==> config.mk <==
export PLATFORM = sky130hd
export DESIGN_NAME = matrix_checker_rt
export DESIGN_NICKNAME = d
export VERILOG_FILES = /design/src/rtl/matrix_checker_rt.sv
export SDC_FILE = /design/constraint.sdc
export NUM_CORES = 1
export LEC_CHECK = 0
export CAP_MARGIN = 20
export CORE_UTILIZATION = 40
export DETAILED_ROUTE_END_ITERATION = 6
export GPL_TIMING_DRIVEN = 0
export PLACE_DENSITY_LB_ADDON = 0.2
export SLEW_MARGIN = 20
export SYNTH_ARGS = -nofsm -noshare
export SYNTH_HDL_FRONTEND = slang
export SYNTH_SLANG_ARGS = --single-unit
export TNS_END_PERCENT = 5
==> constraint.sdc <==
create_clock -name clk -period 2.7 [get_ports clk]
set_input_delay 0.27 -clock clk [delete_from_list [all_inputs] [get_ports clk]]
set_output_delay 0.27 -clock clk [all_outputs]
set_load 0.05 [all_outputs]
==> src/rtl/matrix_checker_rt.sv <==
// AXI4-Stream result sink: checks one fixed-size frame against a constant, with a watchdog and a saturating error count.
// Optional TLAST framing check enabled by defining MATRIX_CHECKER_TLAST_CHECK_EN.
module matrix_checker_rt #(
    parameter logic [19:0] Stop_Counter_Value = 20'd20000,
    parameter int          Num_Words          = 216,
    parameter logic [31:0] Expected_Value     = 32'd12
) (
    input  logic        clk,
    input  logic        reset,
    input  logic        output_r_TVALID_0,
    input  logic        output_r_TLAST_0,
    input  logic [31:0] output_r_TDATA_0,
    output logic        output_r_TREADY_0,
    output logic [3:0]  Error_Counter
);

    // state   | meaning
    // IDLE    | after reset, ready drops; leaves on first edge out of reset
    // RECEIVE | TREADY high, beats checked, watchdog running
    // DONE    | frame finished or timed out; holds until reset
    typedef enum logic [1:0] {IDLE, RECEIVE, DONE} state_t;

    localparam logic [7:0]  LAST_IDX  = 8'(Num_Words - 1);
    localparam logic [19:0] WDOG_LAST = Stop_Counter_Value - 20'd1;

    state_t      state_q, state_d;
    logic [7:0]  word_cnt_q, word_cnt_d;
    logic [19:0] wdog_q, wdog_d;
    logic [3:0]  err_q, err_d;
    logic        tready_q, tready_d;

    logic       beat;
    logic       last_word;
    logic       data_err;
    logic       tlast_err;
    logic       timeout_err;
    logic [1:0] err_add;
    logic [4:0] err_sum;

`ifndef MATRIX_CHECKER_TLAST_CHECK_EN
    logic unused_tlast;
    assign unused_tlast = output_r_TLAST_0;
`endif

    always_comb begin
        state_d     = state_q;
        word_cnt_d  = word_cnt_q;
        wdog_d      = wdog_q;
        err_d       = err_q;
        beat        = (state_q == RECEIVE) && output_r_TVALID_0;
        last_word   = (word_cnt_q == LAST_IDX);
        data_err    = beat && (output_r_TDATA_0 != Expected_Value);
`ifdef MATRIX_CHECKER_TLAST_CHECK_EN
        tlast_err   = beat && (output_r_TLAST_0 != last_word);
`else
        tlast_err   = 1'b0;
`endif
        // the final beat wins over a watchdog expiry on the same edge
        timeout_err = (state_q == RECEIVE) && (wdog_q == WDOG_LAST) && !(beat && last_word);
        err_add     = {1'b0, data_err} + {1'b0, tlast_err} + {1'b0, timeout_err};
        err_sum     = {1'b0, err_q} + {3'b000, err_add};

        case (state_q)
            IDLE: begin
                state_d = RECEIVE;
            end
            RECEIVE: begin
                wdog_d = wdog_q + 20'd1;
                err_d  = (err_sum > 5'd15) ? 4'd15 : err_sum[3:0];
                if (beat) begin
                    word_cnt_d = word_cnt_q + 8'd1;
                end
                if ((beat && last_word) || timeout_err) begin
                    state_d = DONE;
                end
            end
            default: begin
                state_d = DONE;
            end
        endcase

        tready_d = (state_d == RECEIVE);
    end

    always_ff @(posedge clk) begin
        if (!reset) begin
            state_q    <= IDLE;
            word_cnt_q <= 8'd0;
            wdog_q     <= 20'd0;
            err_q      <= 4'd0;
            tready_q   <= 1'b0;
        end else begin
            state_q    <= state_d;
            word_cnt_q <= word_cnt_d;
            wdog_q     <= wdog_d;
            err_q      <= err_d;
            tready_q   <= tready_d;
        end
    end

    assign output_r_TREADY_0 = tready_q;
    assign Error_Counter     = err_q;

endmodule

==> flow_metrics.py <==
metrics = {
    "critical_path": {
        "crit_arrival_ns": 2.72,
        "critical_path_fanout_max": 5,
        "start_kind": "flip-flop",
        "required_arrival_time_at_the_worst_endpoint_ns": 2.86,
        "timing.critical_path.to_type": "flip-flop",
        "worst-setup-path-type": "flip-flop to flip-flop",
    },
    "outcome": {
        "run_status": "completed",
    },
    "yosys": {
        "postSynthAreaPerCell_um2": 8.43,
        "ys_ff_latch": 35,
        "ys_top_cells_by_area": "sky130_fd_sc_hd__dfxtp_1 (41%), sky130_fd_sc_hd__nor2_1 (4.4%), sky130_fd_sc_hd__xnor2_1 (4.1%), sky130_fd_sc_hd__xor2_1 (4.1%), sky130_fd_sc_hd__nand2_1 (3.8%)",
        "synth_top_cell_area_share": 0.414,
        "yosysSeqAreaShare": 0.414,
        "synthCells": 201,
        "synth.cells.most_frequent": "sky130_fd_sc_hd__dfxtp_1 (35), sky130_fd_sc_hd__nor2_1 (20), sky130_fd_sc_hd__nand2_1 (17)",
        "synth.cell_area_mm2": 0.00169,
        "synth_ff_type": "sky130_fd_sc_hd__dfxtp_1",
        "synth.net_count": 241,
        "yosysTopAreaCell": "sky130_fd_sc_hd__dfxtp_1",
        "yosys_warnings": 0,
        "cell_variety_after_synth": 37,
        "synth-edff-count": 0,
        "yosys.cell_count.top_type": "sky130_fd_sc_hd__dfxtp_1",
        "ys_async_sr_fraction": 0,
    },
    "sta": {
        "grt_setup_unrepaired": "no",
        "final_setup_skew_ns": 0.00636,
        "actual_transition_at_the_worst_max_transition_pin_ns": 0.577,
        "worst_hold_slack_ns": 0.475,
        "maxClockFrequency_mhz": 391,
        "finalCritPeriodShare": 0.948,
        "number_of_slew_limit_violations_in_the_final_report": 0,
        "fin_tns_setup_ns": 0,
        "final_period_minus_worst_setup_slack_ns": 2.56,
        "hold_violation_count_in_the_final_report": 0,
        "setup_ws_ns": 0.140,
        "setup_viol": 0,
        "maxSlewHeadroom": 0.611,
    },
    "routing": {
        "detail_route.wirelength.met1_um": 1690,
        "drt_first_pass_iters": 4,
        "drt-total-wl_um": 3820,
        "wl_per_cell_um": 12.8,
        "antenna_violating_nets_post_route": 0,
        "met2WireLength_um": 1810,
        "dr.first_iter.drc_count": 101,
        "routed-wl-met3_um": 272,
        "detailroute.via_count": 1627,
        "vias_per_cell": 5.44,
        "detail_route.drc_violations": 0,
        "route.top_layer_used": "met4",
    },
    "final_layout": {
        "fin_util": 0.565,
        "stdcell_area_mm2": 0.00227,
        "finish.net_count": 288,
        "final_layout_fill_cell_count": 403,
        "insertedDiodeCount": 0,
        "layoutNonFillerInstCount": 299,
        "syn_to_final_growth_pct": 34.3,
        "drive_above_1_share": 0.0803,
    },
    "global_route": {
        "grt_util_all_layers": 0.194,
        "gr-total-overflow": 0,
        "antenna_found_initial": 0,
        "first_global_vias": 1444,
        "grt_pass1_wl_um": 6440,
        "largest_net_degree_at_the_start_of_global_routing": 11,
    },
    "floorplan": {
        "die_width_um": 67.1,
        "placeableCoreArea_mm2": 0.00403,
        "rows": 23,
        "chipHeight_um": 67.1,
        "initial_utilization": 0.420,
        "ioPinCount": 41,
        "area_of_the_die_mm2": 0.00450,
    },
    "pwr": {
        "power_frac_clock": 0.360,
        "pwr_density_cell_mw_per_mm2": 438,
        "total_power_uw": 995,
        "power.share.sequential": 0.534,
        "share_of_total_power_in_combinational_logic": 0.106,
        "p_sw_uw": 229,
        "switching_share": 0.230,
        "leakage_nw": 0.756,
        "internal-power_uw": 766,
        "peakVddDrop_v": 0.000238,
    },
    "clocking": {
        "cts.root.buffer_cell": "sky130_fd_sc_hd__clkbuf_8",
        "clock_tree_from_tritoncts": "yes",
        "clkSinkCount": 35,
        "clock_insertion_delay_worst_skew_ns": 0.28,
        "h-tree-depth": 2,
        "number_of_clock_buffers_inserted_by_tritoncts": 5,
        "cts_hold_repair.buffers": 0,
        "ctsLongestPathBuffers": 2,
        "clk_pin_slew_worst_paths_ns": 0.07,
    },
    "place": {
        "globalplace.congestion": 0.747,
        "port_buf_inserts": 39,
        "detailed_place.area_mm2": 0.00215,
        "place_worst_setup_slack_ns": -0.0720,
        "post-dp-hpwl_um": 2890,
        "post-place-cells": 290,
    },
    "job": {
        "maxCapViolations": 0,
    },
    "min_path": {
        "class_of_the_tightest_hold_or_removal_check": "flip-flop to flip-flop",
    },
}
-- what timing repair did --
item,CTS,global route
pin swaps,1,3
resized for setup,4,7
setup buffers,0,1
setup endpoints to repair,4,4
-- placed cells by master, fill, tap and decap left out, types with 2 or more instances in the layout --
master,count
sky130_fd_sc_hd__a211oi_1,2
sky130_fd_sc_hd__a21oi_1,12
sky130_fd_sc_hd__a31oi_1,2
sky130_fd_sc_hd__and3_1,2
sky130_fd_sc_hd__and4_1,3
sky130_fd_sc_hd__clkbuf_1,5
sky130_fd_sc_hd__clkbuf_2,2
sky130_fd_sc_hd__clkbuf_8,5
sky130_fd_sc_hd__clkdlybuf4s50_1,39
sky130_fd_sc_hd__dfxtp_1,34
sky130_fd_sc_hd__ha_1,2
sky130_fd_sc_hd__inv_1,8
sky130_fd_sc_hd__mux2i_1,2
sky130_fd_sc_hd__nand2_1,17
sky130_fd_sc_hd__nand2b_1,3
sky130_fd_sc_hd__nand3_1,12
sky130_fd_sc_hd__nand4_1,8
sky130_fd_sc_hd__nor2_1,20
sky130_fd_sc_hd__nor3_1,6
sky130_fd_sc_hd__nor4_1,8
sky130_fd_sc_hd__o21ai_0,9
sky130_fd_sc_hd__or3_1,7
sky130_fd_sc_hd__or4_1,3
sky130_fd_sc_hd__xnor2_1,8
sky130_fd_sc_hd__xor2_1,8
-- sequential cells by signal, summed over array words and instances (netlist names) --
signal,count
output_r_TREADY_0,1
Error_Counter,4
word_cnt_q,8
state_q,2
wdog_q,20
-- critical path, cell delays in order, from the launching register on --
cell,delay (ns)
sky130_fd_sc_hd__dfxtp_2,0.35
sky130_fd_sc_hd__or4b_1,0.51
sky130_fd_sc_hd__or4_4,0.45
sky130_fd_sc_hd__nor4_4,0.14
sky130_fd_sc_hd__nand3_1,0.14
sky130_fd_sc_hd__fa_2,0.35
sky130_fd_sc_hd__inv_2,0.08
sky130_fd_sc_hd__and4_1,0.21
sky130_fd_sc_hd__and3b_1,0.17
sky130_fd_sc_hd__nor3_2,0.04
-- routing by layer --
layer | track usage | vias up
met2 | 0.319 | 58
met3 | 0.0582 | 7
met1 | 0.240 | 737
li1 | - | 825
met4 | 0.0559 | 0
met5 | 0 | -
-- final timing paths --
check	slack (ns)	to	cells past startpoint	startpoint
worst max-delay path	0.14	Error_Counter[3]	9	wdog_q[8]
worst min-delay path	0.47	wdog_q[1]	2	wdog_q[1]
worst max register to register	0.14	Error_Counter[3]	9	wdog_q[8]
worst min register to register	0.47	wdog_q[1]	2	wdog_q[1]
-- power by group through the flow --
stage               sequential [mW]  clock, mW  combinational, mW
finish                        0.532      0.358              0.106
floorplan                     0.550          0             0.0310
global route                  0.532      0.394              0.116
CTS                           0.531      0.368              0.106
detailed placement            0.543          0              0.106
global placement              0.543          0              0.104
-- layout make-up --
type / instances / area, um2 / area share
clock inverter: 1 / 5.00 / 0.00220
clock buffer: 7 / 76.3 / 0.0336
tap: 50 / 62.6 / 0.0275
timing repair buffer: 40 / 398 / 0.175
multi-input combinational: 152 / 976 / 0.429
sequential: 35 / 702 / 0.309
buffer: 5 / 21.3 / 0.00935
inverter: 9 / 33.8 / 0.0149
-- cell families after synthesis --
group,share of synthesized area
AND/OR/NAND/NOR,0.334
XOR/XNOR,0.0827
flip-flops,0.414
multiplexers,0.0118
AO/OA/AOI/OAI,0.0931
adder cells (fa/ha/maj),0.0340
buffers and inverters,0.0310
Power figures use the tool's default switching activity.
